--- config.mk ---
export PLATFORM = sky130hd
export DESIGN_NAME = adder_entry_ctrl_flat
export DESIGN_NICKNAME = d
export VERILOG_FILES = /design/src/rtl/adder_ctrl_pkg.sv /design/src/rtl/adder_entry_ctrl_if.sv /design/src/rtl/seg7_decoder.sv /design/src/rtl/adder_entry_ctrl.sv /design/src/flat_wrapper.sv
export SDC_FILE = /design/constraint.sdc
export NUM_CORES = 1
export LEC_CHECK = 0
export CORE_MARGIN = 1
export CORE_UTILIZATION = 54
export DETAILED_ROUTE_END_ITERATION = 12
export PLACE_DENSITY_LB_ADDON = 0.3
export SYNTH_ARGS = -nofsm -noshare
export SYNTH_HDL_FRONTEND = slang
export SYNTH_SLANG_ARGS = --single-unit
--- constraint.sdc ---
create_clock -name clk -period 3.7 [get_ports clk]
set_clock_uncertainty 0.1 [all_clocks]
set_input_delay 0.74 -clock clk [delete_from_list [all_inputs] [get_ports clk]]
set_output_delay 0.74 -clock clk [all_outputs]
set_load 0.01 [all_outputs]
--- src/rtl/adder_ctrl_pkg.sv ---
// Shared types and constants for the BCD adder entry controller:
// FSM states, digit-enable and segment codes, and the tens/ones split.
package adder_ctrl_pkg;

    typedef enum logic [1:0] {
        WAIT_A = 2'b00,
        WAIT_B = 2'b01,
        SHOW   = 2'b10
    } state_t;

    localparam logic [6:0] SEG_BLANK = 7'h7F;

    localparam logic [1:0] AN_ONES = 2'b10;
    localparam logic [1:0] AN_TENS = 2'b01;
    localparam logic [1:0] AN_OFF  = 2'b11;

    // Active-low {g,f,e,d,c,b,a}
    localparam logic [6:0] SEG_0 = 7'b1000000;
    localparam logic [6:0] SEG_1 = 7'b1111001;
    localparam logic [6:0] SEG_2 = 7'b0100100;
    localparam logic [6:0] SEG_3 = 7'b0110000;
    localparam logic [6:0] SEG_4 = 7'b0011001;
    localparam logic [6:0] SEG_5 = 7'b0010010;
    localparam logic [6:0] SEG_6 = 7'b0000010;
    localparam logic [6:0] SEG_7 = 7'b1111000;
    localparam logic [6:0] SEG_8 = 7'b0000000;
    localparam logic [6:0] SEG_9 = 7'b0010000;

    function automatic logic [1:0] tens_of(input logic [4:0] value);
        if (value >= 5'd30)      return 2'd3;
        else if (value >= 5'd20) return 2'd2;
        else if (value >= 5'd10) return 2'd1;
        else                     return 2'd0;
    endfunction

    // The remainder is always below 10, so modulo-16 arithmetic is exact.
    function automatic logic [3:0] ones_of(input logic [4:0] value, input logic [1:0] tens);
        return value[3:0] - (4'(tens) * 4'd10);
    endfunction

endpackage

--- src/rtl/adder_entry_ctrl_if.sv ---
// Operand entry and display bus of the BCD adder controller.
interface adder_entry_ctrl_if;
    logic [3:0] SW;
    logic       LOAD;
    logic       CLR;
    logic [6:0] SEG;
    logic [1:0] AN;
    logic [4:0] SUM;
    logic       VALID;
    logic [1:0] STATE;

    modport master (
        output SW, LOAD, CLR,
        input  SEG, AN, SUM, VALID, STATE
    );

    modport slave (
        input  SW, LOAD, CLR,
        output SEG, AN, SUM, VALID, STATE
    );
endinterface

--- src/rtl/seg7_decoder.sv ---
// Combinational BCD digit to active-low 7-segment code; non-decimal
// codes blank the digit.
module seg7_decoder
    import adder_ctrl_pkg::*;
(
    input  logic [3:0] digit,
    output logic [6:0] seg
);
    always_comb begin
        seg = SEG_BLANK;
        case (digit)
            4'd0: seg = SEG_0;
            4'd1: seg = SEG_1;
            4'd2: seg = SEG_2;
            4'd3: seg = SEG_3;
            4'd4: seg = SEG_4;
            4'd5: seg = SEG_5;
            4'd6: seg = SEG_6;
            4'd7: seg = SEG_7;
            4'd8: seg = SEG_8;
            4'd9: seg = SEG_9;
            default: seg = SEG_BLANK;
        endcase
    end
endmodule

--- src/rtl/adder_entry_ctrl.sv ---
// BCD adder entry sequencer with two-digit scanned display.
// Build option: define BLANK_LZ_EN to blank a leading zero in the tens digit.
//
//   state  | meaning
//   WAIT_A | showing live switches, next load captures operand A
//   WAIT_B | showing live switches, next load captures operand B and sums
//   SHOW   | showing the sum, next load clears and restarts
module adder_entry_ctrl
    import adder_ctrl_pkg::*;
#(
    parameter int REFRESH_DIV = 100000
) (
    input  logic             clk,
    input  logic             rst,
    adder_entry_ctrl_if.slave bus
);
    localparam int               CNT_W    = (REFRESH_DIV > 1) ? $clog2(REFRESH_DIV) : 1;
    localparam logic [CNT_W-1:0] CNT_LAST = CNT_W'(REFRESH_DIV - 1);

    state_t           state;
    logic             load_q;
    logic             ld_evt;
    logic [3:0]       a_reg;
    logic [4:0]       sum_reg;
    logic [CNT_W-1:0] scan_cnt;
    logic             sel_tens;
    logic [6:0]       seg_reg;
    logic [1:0]       an_reg;

    logic [4:0]       disp_val;
    logic [1:0]       tens;
    logic [3:0]       ones;
    logic [3:0]       digit;
    logic [6:0]       seg_code;
    logic [6:0]       seg_next;

    assign ld_evt = bus.LOAD & ~load_q;

    always_ff @(posedge clk) begin
        if (rst) begin
            state   <= WAIT_A;
            load_q  <= 1'b0;
            a_reg   <= '0;
            sum_reg <= '0;
        end else begin
            load_q <= bus.LOAD;
            if (bus.CLR) begin
                state   <= WAIT_A;
                a_reg   <= '0;
                sum_reg <= '0;
            end else begin
                case (state)
                    WAIT_A: if (ld_evt) begin
                        a_reg <= bus.SW;
                        state <= WAIT_B;
                    end
                    WAIT_B: if (ld_evt) begin
                        sum_reg <= {1'b0, a_reg} + {1'b0, bus.SW};
                        state   <= SHOW;
                    end
                    SHOW: if (ld_evt) begin
                        a_reg   <= '0;
                        sum_reg <= '0;
                        state   <= WAIT_A;
                    end
                    default: state <= WAIT_A;
                endcase
            end
        end
    end

    always_comb begin
        disp_val = (state == SHOW) ? sum_reg : {1'b0, bus.SW};
        tens     = tens_of(disp_val);
        ones     = ones_of(disp_val, tens);
        digit    = sel_tens ? {2'b00, tens} : ones;
    end

    seg7_decoder u_seg7_decoder (
        .digit (digit),
        .seg   (seg_code)
    );

    always_comb begin
        seg_next = seg_code;
`ifdef BLANK_LZ_EN
        if (sel_tens && (tens == 2'd0)) seg_next = SEG_BLANK;
`endif
    end

    // Scan timing is independent of CLR so the display never stutters.
    always_ff @(posedge clk) begin
        if (rst) begin
            scan_cnt <= '0;
            sel_tens <= 1'b0;
            seg_reg  <= SEG_BLANK;
            an_reg   <= AN_OFF;
        end else begin
            if (scan_cnt == CNT_LAST) begin
                scan_cnt <= '0;
                sel_tens <= ~sel_tens;
            end else begin
                scan_cnt <= scan_cnt + CNT_W'(1);
            end
            an_reg  <= sel_tens ? AN_TENS : AN_ONES;
            seg_reg <= seg_next;
        end
    end

    assign bus.SEG   = seg_reg;
    assign bus.AN    = an_reg;
    assign bus.SUM   = sum_reg;
    assign bus.VALID = (state == SHOW);
    assign bus.STATE = state;

endmodule

--- src/flat_wrapper.sv ---
// flat-port wrapper written by rule: the top's interface ports become plain ports
module adder_entry_ctrl_flat import adder_ctrl_pkg::*;
#(
    parameter int REFRESH_DIV = 100000
)
  (clk, rst, bus_SW, bus_LOAD, bus_CLR, bus_SEG, bus_AN, bus_SUM, bus_VALID, bus_STATE);
  adder_entry_ctrl_if bus_i ();
  input  logic clk;
  input  logic rst;
  input wire logic [$bits(bus_i.SW)-1:0] bus_SW;
  input wire logic [$bits(bus_i.LOAD)-1:0] bus_LOAD;
  input wire logic [$bits(bus_i.CLR)-1:0] bus_CLR;
  output wire logic [$bits(bus_i.SEG)-1:0] bus_SEG;
  output wire logic [$bits(bus_i.AN)-1:0] bus_AN;
  output wire logic [$bits(bus_i.SUM)-1:0] bus_SUM;
  output wire logic [$bits(bus_i.VALID)-1:0] bus_VALID;
  output wire logic [$bits(bus_i.STATE)-1:0] bus_STATE;
  assign bus_i.SW = bus_SW;
  assign bus_i.LOAD = bus_LOAD;
  assign bus_i.CLR = bus_CLR;
  assign bus_SEG = bus_i.SEG;
  assign bus_AN = bus_i.AN;
  assign bus_SUM = bus_i.SUM;
  assign bus_VALID = bus_i.VALID;
  assign bus_STATE = bus_i.STATE;
  adder_entry_ctrl #(.REFRESH_DIV(REFRESH_DIV)) u_core (.clk(clk), .rst(rst), .bus(bus_i));
endmodule
After elaboration in Yosys (flattened, before gate mapping)

Memory sizes are Yosys's and may differ from the RTL's. A register that Yosys moved wholly into a read port is not among the register bits.
Index checks and enable logic that the tools add are counted.

Memories kept: 1
Input port bits: 8
Memory bits (read-only): 112
Logic and storage cells: 48
Output and inout port bits: 17
Register bits: 32

Equality and inequality tests: 6
Multipliers: 1
Mux-type cells: 16
Reductions and logical operators: 8
Add/sub/neg operators: 3
Bitwise logic cells: 3
Order comparisons: 3

Memories:

| memory           | words | bits a word | read ports | clocked after memory_dff | write ports | RTL line           | source |
|---|---|---|---|---|---|---|---|
| (name not given) | 16    | 7           | 1          | 1                        | 0           | seg7_decoder.sv:11 | `case (digit)` |

Operator list:

| operator              | number |
|---|---|
| $add 17x1->17 const B | 1 |
| $eq 17x17->1 const B  | 1 |
| $mux 5                | 3 |
| $mux 2                | 6 |
| $mux 4                | 3 |
| $ge 5x5->1 const B    | 2 |
| $pmux 5 s2            | 1 |
| $reduce_and 3->1      | 3 |
| $pmux 4 s2            | 1 |
| $ne 2x1->1 const B    | 3 |
| $pmux 2 s3            | 1 |
| $add 4x4->5           | 1 |
| $ge 5x4->1 const B    | 1 |
| $reduce_bool 2->1     | 2 |
| $reduce_or 2->1       | 2 |
| $sub 4x4->4           | 1 |
| $mul 2x3->3 const B   | 1 |
| $eq 2x1->1 const B    | 1 |
| $eq 2x2->1 const B    | 1 |
| $logic_not 2->1       | 1 |
| $not 1->1             | 2 |
| $and 1x1->1           | 1 |
| $mux 1                | 1 |

Longest topological paths before layout

Gate-level depths: netlist of the first run.

Depth in word-level cells: 9
Mapped depth: 15
Depth with buffers taken out: 13

By module

From an unflattened synthesis of the first run, not the netlist that was laid out.

Cells, all modules: 247
Area, all modules: 2110.8 µm²

By module, submodules not included:

| module           | cells an instance | area each (µm²) | times used | sequential area each (µm²) |
|---|---|---|---|---|
| adder_entry_ctrl | 216               | 1910.6          | 1          | 780.7 |
| seg7_decoder     | 31                | 200.2           | 1          | 0.0 |

Least setup slack after synthesis of the first run

Ideal clock, no wire load.

Path type: register -> register
From: reg u_core.state[0], in the netlist u_core.bus.STATE[0]
To: reg u_core.seg_reg[6], in the netlist u_core.bus.SEG[6]
Clock period less this slack: 3430 ps
Path buffers: 1
Stages on the path, launching flop included: 15
Setup time: 134 ps
Path slack: 270 ps
Data required time: 3466 ps
Data arrival time: 3196 ps
Cell sequence: dfxtp_1 -> inv_1 -> ha_1 -> buf_6 -> mux2i_4 -> o221ai_4 -> nand2_4 -> nand3_4 -> ha_1 -> fa_1 -> xor2_2 -> and3_4 -> a221oi_4 -> a221oi_1 -> o211ai_1

Cells in the longest elaborated chain, start to end: 9
Elaborated cells on any way between the ends: 11
Those cells by class: add/sub: 1; mul: 1; order compare: 3; eq/ne: 1; mux: 5

RTL lines:

| what                   | RTL line               | source |
|---|---|---|
| start, declared        | adder_entry_ctrl.sv:20 | `state_t state;` |
| start signal, assigned | adder_entry_ctrl.sv:41 | `state <= WAIT_A;` |
| start signal, assigned | adder_entry_ctrl.sv:48 | `state <= WAIT_A;` |
| start signal, assigned | adder_entry_ctrl.sv:55 | `state <= WAIT_B;` |
| $eq 2x2->1 *           | -                      |  |
| via bus_VALID          | flat_wrapper.sv:16     | `output wire logic [$bits(bus_i.VALID)-1:0] bus_VALID;` |
| $mux 5 *               | adder_entry_ctrl.sv:73 | `disp_val = (state == SHOW) ? sum_reg : {1'b0, bus.SW};` |
| $ge 5x4->1             | adder_ctrl_pkg.sv:32   | `else if (value >= 5'd10) return 2'd1;` |
| $mux 1                 | adder_ctrl_pkg.sv:32   |  |
| $mux 2                 | adder_ctrl_pkg.sv:31   | `else if (value >= 5'd20) return 2'd2;` |
| $mux 2                 | adder_ctrl_pkg.sv:30   | `if (value >= 5'd30) return 2'd3;` |
| $mul 2x3->3            | adder_ctrl_pkg.sv:38   | `return value[3:0] - (4'(tens) * 4'd10);` |
| $sub 4x4->4            | adder_ctrl_pkg.sv:38   |  |
| $mux 4 *               | adder_entry_ctrl.sv:76 | `digit = sel_tens ? {2'b00, tens} : ones;` |
| end, declared          | adder_entry_ctrl.sv:27 | `logic [6:0] seg_reg;` |

The timed path passes the listed nets; every way through them passes the cells marked *.
A chain may end at the register's enable or synchronous reset.

Worst setup path after layout of the first run

From: in bus_SW[3]
To: reg u_core.seg_reg[6], in the netlist u_core.bus.SEG[6]

Cells in the longest elaborated chain, start to end: 8
Elaborated cells on any way between the ends: 10
Those cells by class: add/sub: 1; mul: 1; order compare: 3; mux: 5

RTL lines:

| what            | RTL line               | source |
|---|---|---|
| start, declared | flat_wrapper.sv:10     | `input wire logic [$bits(bus_i.SW)-1:0] bus_SW;` |
| $mux 5 *        | adder_entry_ctrl.sv:73 |  |
| $ge 5x4->1      | adder_ctrl_pkg.sv:32   |  |
| $mux 1          | adder_ctrl_pkg.sv:32   |  |
| $mux 2          | adder_ctrl_pkg.sv:31   |  |
| $mux 2          | adder_ctrl_pkg.sv:30   |  |
| $mul 2x3->3     | adder_ctrl_pkg.sv:38   |  |
| $sub 4x4->4     | adder_ctrl_pkg.sv:38   |  |
| $mux 4 *        | adder_entry_ctrl.sv:76 |  |

Every way passes the cells marked *; elsewhere a longest branch is shown, timed or not.

==> run_results.csv, run 1 <==
group,metric,value,unit
run_status,status,"complete, no violations",
setup_path,reg2reg_depth,13,
drt,dr_wl_met3,159,um
floorplanning,die_w,66.3,um
global_route,antenna_found_initial,0,
synthesis,syn_inst,248,
finish,area_growth,21.7,%
synthesis,synthesis.area,2230,um^2
clock_tree,cts_tree,"done",
drt,vias,1819,
clock_tree,clock_path_buffers,2,
drt,viasPerCell,5.45,
power,powerDensity,388,nW/um^2
power,swShare,0.265,
drt,wl_met2,2010,um
drt,highest_layer,"met4",
timing,tns,0,ns
finish,antenna_cells,0,
clock_tree,ctsHoldBuffers,0,
finish,drive_above_1_share,0.147,
synthesis,synth_flop_cell,"dfxtp_1",
setup_path,path_class,"in -> reg",
power,p_comb_frac,0.252,
setup_path,r2r-end,"u_core.bus.SEG[6]$_SDFF_PP1_",
setup_path,reg2reg_slack,0.21,ns
global_route,grt_pass1_vias,1789,
synthesis,synth-simple-area-share,0.259,
finish,final_nets,306,
synthesis,syn_nets,268,
setup_path,crit_start,"bus_SW[3]",
min_path,worstHoldPathType,"reg -> reg",
timing,slew_headroom,0.390,
drt,drc,0,
power,irDropWorstVdd,0.000320,V
timing,period_share,0.948,
setup_path,endpoint,"u_core.bus.SEG[6]$_SDFF_PP1_",
clock_tree,clkSinkCount,39,
drt,wl,4420,um
place,gp_congestion,0.878,
finish,largest_reg_flops,17,
synthesis,yosys_register_bits,39,
global_route,grt_max_degree,20,
floorplanning,io_pins,25,
finish,multiInputGateArea,1390,um^2
finish,register_area,781,um^2
setup_path,rr_startpoint,"u_core.bus.STATE[0]$_SDFFE_PP0P_",
clock_tree,clkLatencyLatePin,0.28,ns
synthesis,synth_xor_area_frac,0.0858,
global_route,grt_first_pass_wirelength,7800,um
power,internal_power,0.775,mW
synthesis,synth_top_family_by_area,"simple AND/OR/NAND/NOR gates",
drt,first_pass_iters,4,
clock_tree,numCtsBuffers,5,
clock_tree,htreeDepth,2,
floorplanning,num_rows,22,
place,portBuffers,24,
flow_run,maxCapViolCount,0,
finish,largest_register,"u_core.scan_cnt",
global_route,grt.total_usage,0.230,
synthesis,synth_cell_types,56,
floorplanning,core,3800,um^2
setup_path,arrival,3.57,ns
timing,setup_viol,0,
drt,drt_iter0_drc,167,
setup_path,cp_data_required_time,3.76,ns
synthesis,synth_edf_count,0,
power,p_clk_frac,0.320,
setup_path,endpoint_kind,"flop",
timing,tightest_slew,0.889,ns
floorplanning,start_util,0.587,
power,seqPwrFrac,0.429,
drt,post_drt_wl_per_cell,13.2,um
clock_tree,root_buffer,"clkbuf_8",
floorplanning,die_h,66.3,um
synthesis,syn_area_per_cell,9.00,um^2
synthesis,synthAdderAreaFrac,0.0740,
clock_tree,clk_pin_slew,0.07,ns
timing,rsz0062_at_grt,"no",
floorplanning,die-area,4390,um^2
setup_path,startpoint_type,"input port",
power,p_leak,1.07,nW
finish,nFillCells,287,
timing,hold_viol_final,0,
power,p_switching,0.280,mW
synthesis,async_reset_ff_frac,0,
drt,drt-met1-wl,2200,um
synthesis,synth_compound_area_frac,0.137,
synthesis,yosys_warnings,0,
synthesis,muxShareOfSynthArea,0.0656,
synthesis,ys_seq_area_frac,0.350,
setup_path,cp_max_fo,7,
global_route,grt.overflow.total,0,
timing,final.min_clock_period,3.51,ns
drt,drtAntennaViolNets,0,
timing,fmaxAchievable,285,MHz
timing,maxSlewViolCount,0,
power,power,1.05,mW
place,place_hpwl,3250,um
## metal layers
metal,up-vias,track usage
li1,941,-
met2,38,0.380
met5,-,0
met1,833,0.303
met3,7,0.0431
met4,0,0.0691
## layout by cell type, fill, tap and decap left out, types with 8 or more instances in the layout
| cell type | Yosys | routed |
|---|---|---|
| clkdlybuf4s50_1 | 0 | 24 |
| mux2i_1 | 9 | 9 |
| buf_4 | 1 | 17 |
| nand3_1 | 9 | 9 |
| a21oi_1 | 12 | 12 |
| nor2b_1 | 8 | 8 |
| nor2_1 | 47 | 47 |
| nand2_1 | 15 | 15 |
| ha_1 | 10 | 9 |
| xor2_1 | 13 | 13 |
| dfxtp_1 | 39 | 39 |
## critical path, cell delays in order
cell and delay (ns):
clkdlybuf4s50_1 0.49, or3b_1 0.29, o221ai_4 0.14, nand2_4 0.10
nand3_4 0.06, ha_1 0.19, fa_1 0.42, xor2_2 0.34
and3_4 0.25, a221oi_4 0.07, a221oi_1 0.34, o211ai_1 0.13
## Yosys cell counts, types with 4 or more instances
| cell type | instances | area [um^2] |
|---|---|---|
| dfxtp_1 | 39 | 781 |
| inv_1 | 4 | 15.0 |
| clkbuf_1 | 7 | 26.3 |
| nand2_1 | 15 | 56.3 |
| mux2i_1 | 9 | 90.1 |
| nor3_1 | 5 | 25.0 |
| ha_1 | 10 | 125 |
| xor2_1 | 13 | 114 |
| nand3_1 | 9 | 45.0 |
| o21ai_0 | 4 | 20.0 |
| a21oi_1 | 12 | 60.1 |
| nor2b_1 | 8 | 50.1 |
| nor2_1 | 47 | 176 |
| xnor2_1 | 7 | 61.3 |
## worst min-delay path by stage
stage                             startpoint                             to  slack, ns  cells past startpoint
2_1_floorplan  u_core.scan_cnt[0]$_SDFF_PP0_  u_core.scan_cnt[0]$_SDFF_PP0_       0.34                      1
3_3_place_gp   u_core.scan_cnt[0]$_SDFF_PP0_  u_core.scan_cnt[0]$_SDFF_PP0_       0.36                      1
4_1_cts        u_core.scan_cnt[0]$_SDFF_PP0_  u_core.scan_cnt[0]$_SDFF_PP0_       0.38                      1
5_1_grt        u_core.scan_cnt[0]$_SDFF_PP0_  u_core.scan_cnt[0]$_SDFF_PP0_       0.43                      1
6_report       u_core.scan_cnt[0]$_SDFF_PP0_  u_core.scan_cnt[0]$_SDFF_PP0_       0.38                      1
3_5_place_dp   u_core.scan_cnt[0]$_SDFF_PP0_  u_core.scan_cnt[0]$_SDFF_PP0_       0.37                      1
## repair_timing
action	CTS	global route
buffers inserted	0	0
setup endpoints to repair	0	5
resized for setup	0	1
endpoints found under the hold margin	0	0
## power by group through the flow
stage          clock, mW  sequential [mW]  combinational [mW]
6_report           0.337            0.452               0.265
5_1_grt            0.359            0.455               0.289
4_1_cts            0.342            0.453               0.264
3_5_place_dp           0            0.462               0.262
3_3_place_gp           0            0.462               0.257
2_1_floorplan          0            0.469               0.152
## cell families (layout without fill, tap and decap cells)
family,after synthesis,count (layout)
flops,39,39
simple gates,112,112
compound gates,38,38
buf+inv,14,52
mux,12,12
fa+ha+maj,12,12
xor+xnor,21,21
## final cells by class
type | instances | area share
flip-flops and latches | 39 | 0.288
well taps | 48 | 0.0221
inverters | 4 | 0.00553
multi-input cells | 195 | 0.512
repair buffers | 41 | 0.135
clock inverters | 1 | 0.0111
clock buffers | 6 | 0.0267
## metrics by stage
step                utilization  hold WS, ns  setup slack, ns  area (um^2)  std cells
global placement          0.687        0.361           0.0303         2610        327
detailed placement        0.687        0.365          -0.0918         2610        327
global route              0.715        0.431           0.0161         2720        334
floorplan                     -        0.342            0.270         2230        248
CTS                       0.714        0.383           0.0770         2710        334
finish                    0.715        0.378            0.193         2720        334
Power figures use the tool's default switching activity.
==> run 2: changes to the inputs <==
--- a/config.mk
+++ b/config.mk
@@ -9,6 +9,8 @@
 export CORE_UTILIZATION = 54
 export DETAILED_ROUTE_END_ITERATION = 12
 export PLACE_DENSITY_LB_ADDON = 0.3
+export SKIP_LAST_GASP = 1
+export SLEW_MARGIN = 5
 export SYNTH_ARGS = -nofsm -noshare
 export SYNTH_HDL_FRONTEND = slang
 export SYNTH_SLANG_ARGS = --single-unit
==> results of run 2 <==
No change in the layout: final DEF, timing and power equal those of run 1.
==> variant (flow settings as in run 2) <==
The option `BLANK_LZ_EN` is turned on by a define.
--- a/src/rtl/adder_entry_ctrl.sv
+++ b/src/rtl/adder_entry_ctrl.sv
@@ -7,2 +7,4 @@
 //   SHOW   | showing the sum, next load clears and restarts
+`define BLANK_LZ_EN
+
 module adder_entry_ctrl
Formal check against the unedited RTL: same outputs for any inputs over 10 cycles, from zero or initial values and one cycle with rst high; that may be too few to reach the edited logic, so the function may still have changed.
==> variant against run 2 <==
  * First-iteration DRC count decreased by 18%
  * Fmax increased by 4.4%
  * Area after synthesis decreased by 8.1%
  * Power decreased by 12%
  * Wire length decreased by 14%
  * Worst setup slack improved by 0.15 ns
  * Clock power decreased by 14%
  * Die area decreased by 7.8%
  * Cell area decreased by 11%
  * Sequential cell count unchanged
  * Critical path type unchanged
  * Largest cell class unchanged
  * Highest routed layer unchanged
==> variant: results <==
export IMPL_hold_ws_ns=0.372
export IMPL_track_usage_pct=21.6
export IMPL_rr_worst_depth=12
export IMPL_grt_use_met3_pct=4.71
export IMPL_synth_cells=231
export IMPL_placement_cell_area_sq_um=2340
export IMPL_synth_common_cells="nor2_1, dfxtp_1, nand2_1, xor2_1, a21oi_1"
export IMPL_synthesis_nets=251
export IMPL_viasPerCell=5.41
export IMPL_detailed_place_hpwl_microns=2700
export IMPL_grt_max_degree=17
export IMPL_use_met1_pct=28.4
export IMPL_met2_usage_pct=33.6
export IMPL_ir_worst_vdd_uv=285
export IMPL_synth_mux_area_share_pct=4.21
export IMPL_yosysUniqueCellTypes=50
export IMPL_dp_cells=301
export IMPL_grt_pass1_vias=1569
export IMPL_synth_compound_area_share_pct=12.3
export IMPL_pre_cts_ws_ns=0.0505
export IMPL_grt_pass1_wl_microns=6900
export IMPL_route_met2_wl_microns=1750
export IMPL_yosysSeqAreaShare_pct=38.1
export IMPL_status="completed"
export IMPL_via_count=1667
export IMPL_place_gp_congestion=0.913
export IMPL_crit_fanout=5
export IMPL_wl_per_cell_microns=12.3
export IMPL_r2r_end="u_core.bus.SEG[5]"
export IMPL_synthTopCellsByArea="dfxtp_1, nor2_1, ha_1"
export IMPL_finalNetCount=280
export IMPL_p_leak_nw=0.962
export IMPL_drtIter0Drc=137
export IMPL_max_slew_margin_pct=56.3
[variant: cell count changes after synthesis, moves of 3 or more]
| cell | change |
|---|---|
| clkbuf_1 | -6 |
| nor2b_1 | -6 |
| and2b_2 | +4 |
| inv_1 | +4 |
| nor3_1 | +4 |
| mux2i_1 | -3 |
| nand2_1 | -3 |
[variant: power by group]
| part | internal [mW] | switching, mW |
|---|---|---|
| clock network | 0.146 | 0.144 |
| registers | 0.440 | 0.00922 |
| logic | 0.0942 | 0.0905 |
| total | 0.680 | 0.243 |
[variant: worst max path at each step]
| stage | from | end | slack, ns | cells past startpoint |
|---|---|---|---|---|
| 2_1_floorplan | u_core.bus.STATE[0] | u_core.bus.SEG[6] | 0.43 | 12 |
| 3_3_place_gp | bus_SW[3] | u_core.bus.SEG[6] | 0.14 | 11 |
| 3_5_place_dp | bus_SW[3] | u_core.bus.SEG[5] | 0.05 | 11 |
| 4_1_cts | bus_SW[3] | u_core.bus.SEG[5] | 0.35 | 11 |
| 5_1_grt | u_core.bus.STATE[0] | u_core.bus.SEG[5] | 0.07 | 12 |
| 6_report | bus_SW[3] | u_core.bus.SEG[5] | 0.34 | 11 |
[variant: critical path: stages]
cell and delay, ns:
clkdlybuf4s50_1 0.44, mux2_4 0.31, and3_4 0.20, o22ai_4 0.12, inv_1 0.06, ha_1 0.19, fa_1 0.38, xor2_1 0.31
xnor2_2 0.14, a2111oi_0 0.43, o21ai_1 0.09
[variant: final cells by class]
cell class                 instances  area [sq um]
sequential                        39           781
inverter                           8          30.0
fill                             301          1230
clock buffer                       6          82.6
clock inverter                     1          5.00
multi-input combinational        177          1190
tap                               48          60.1
timing repair buffer              29           278
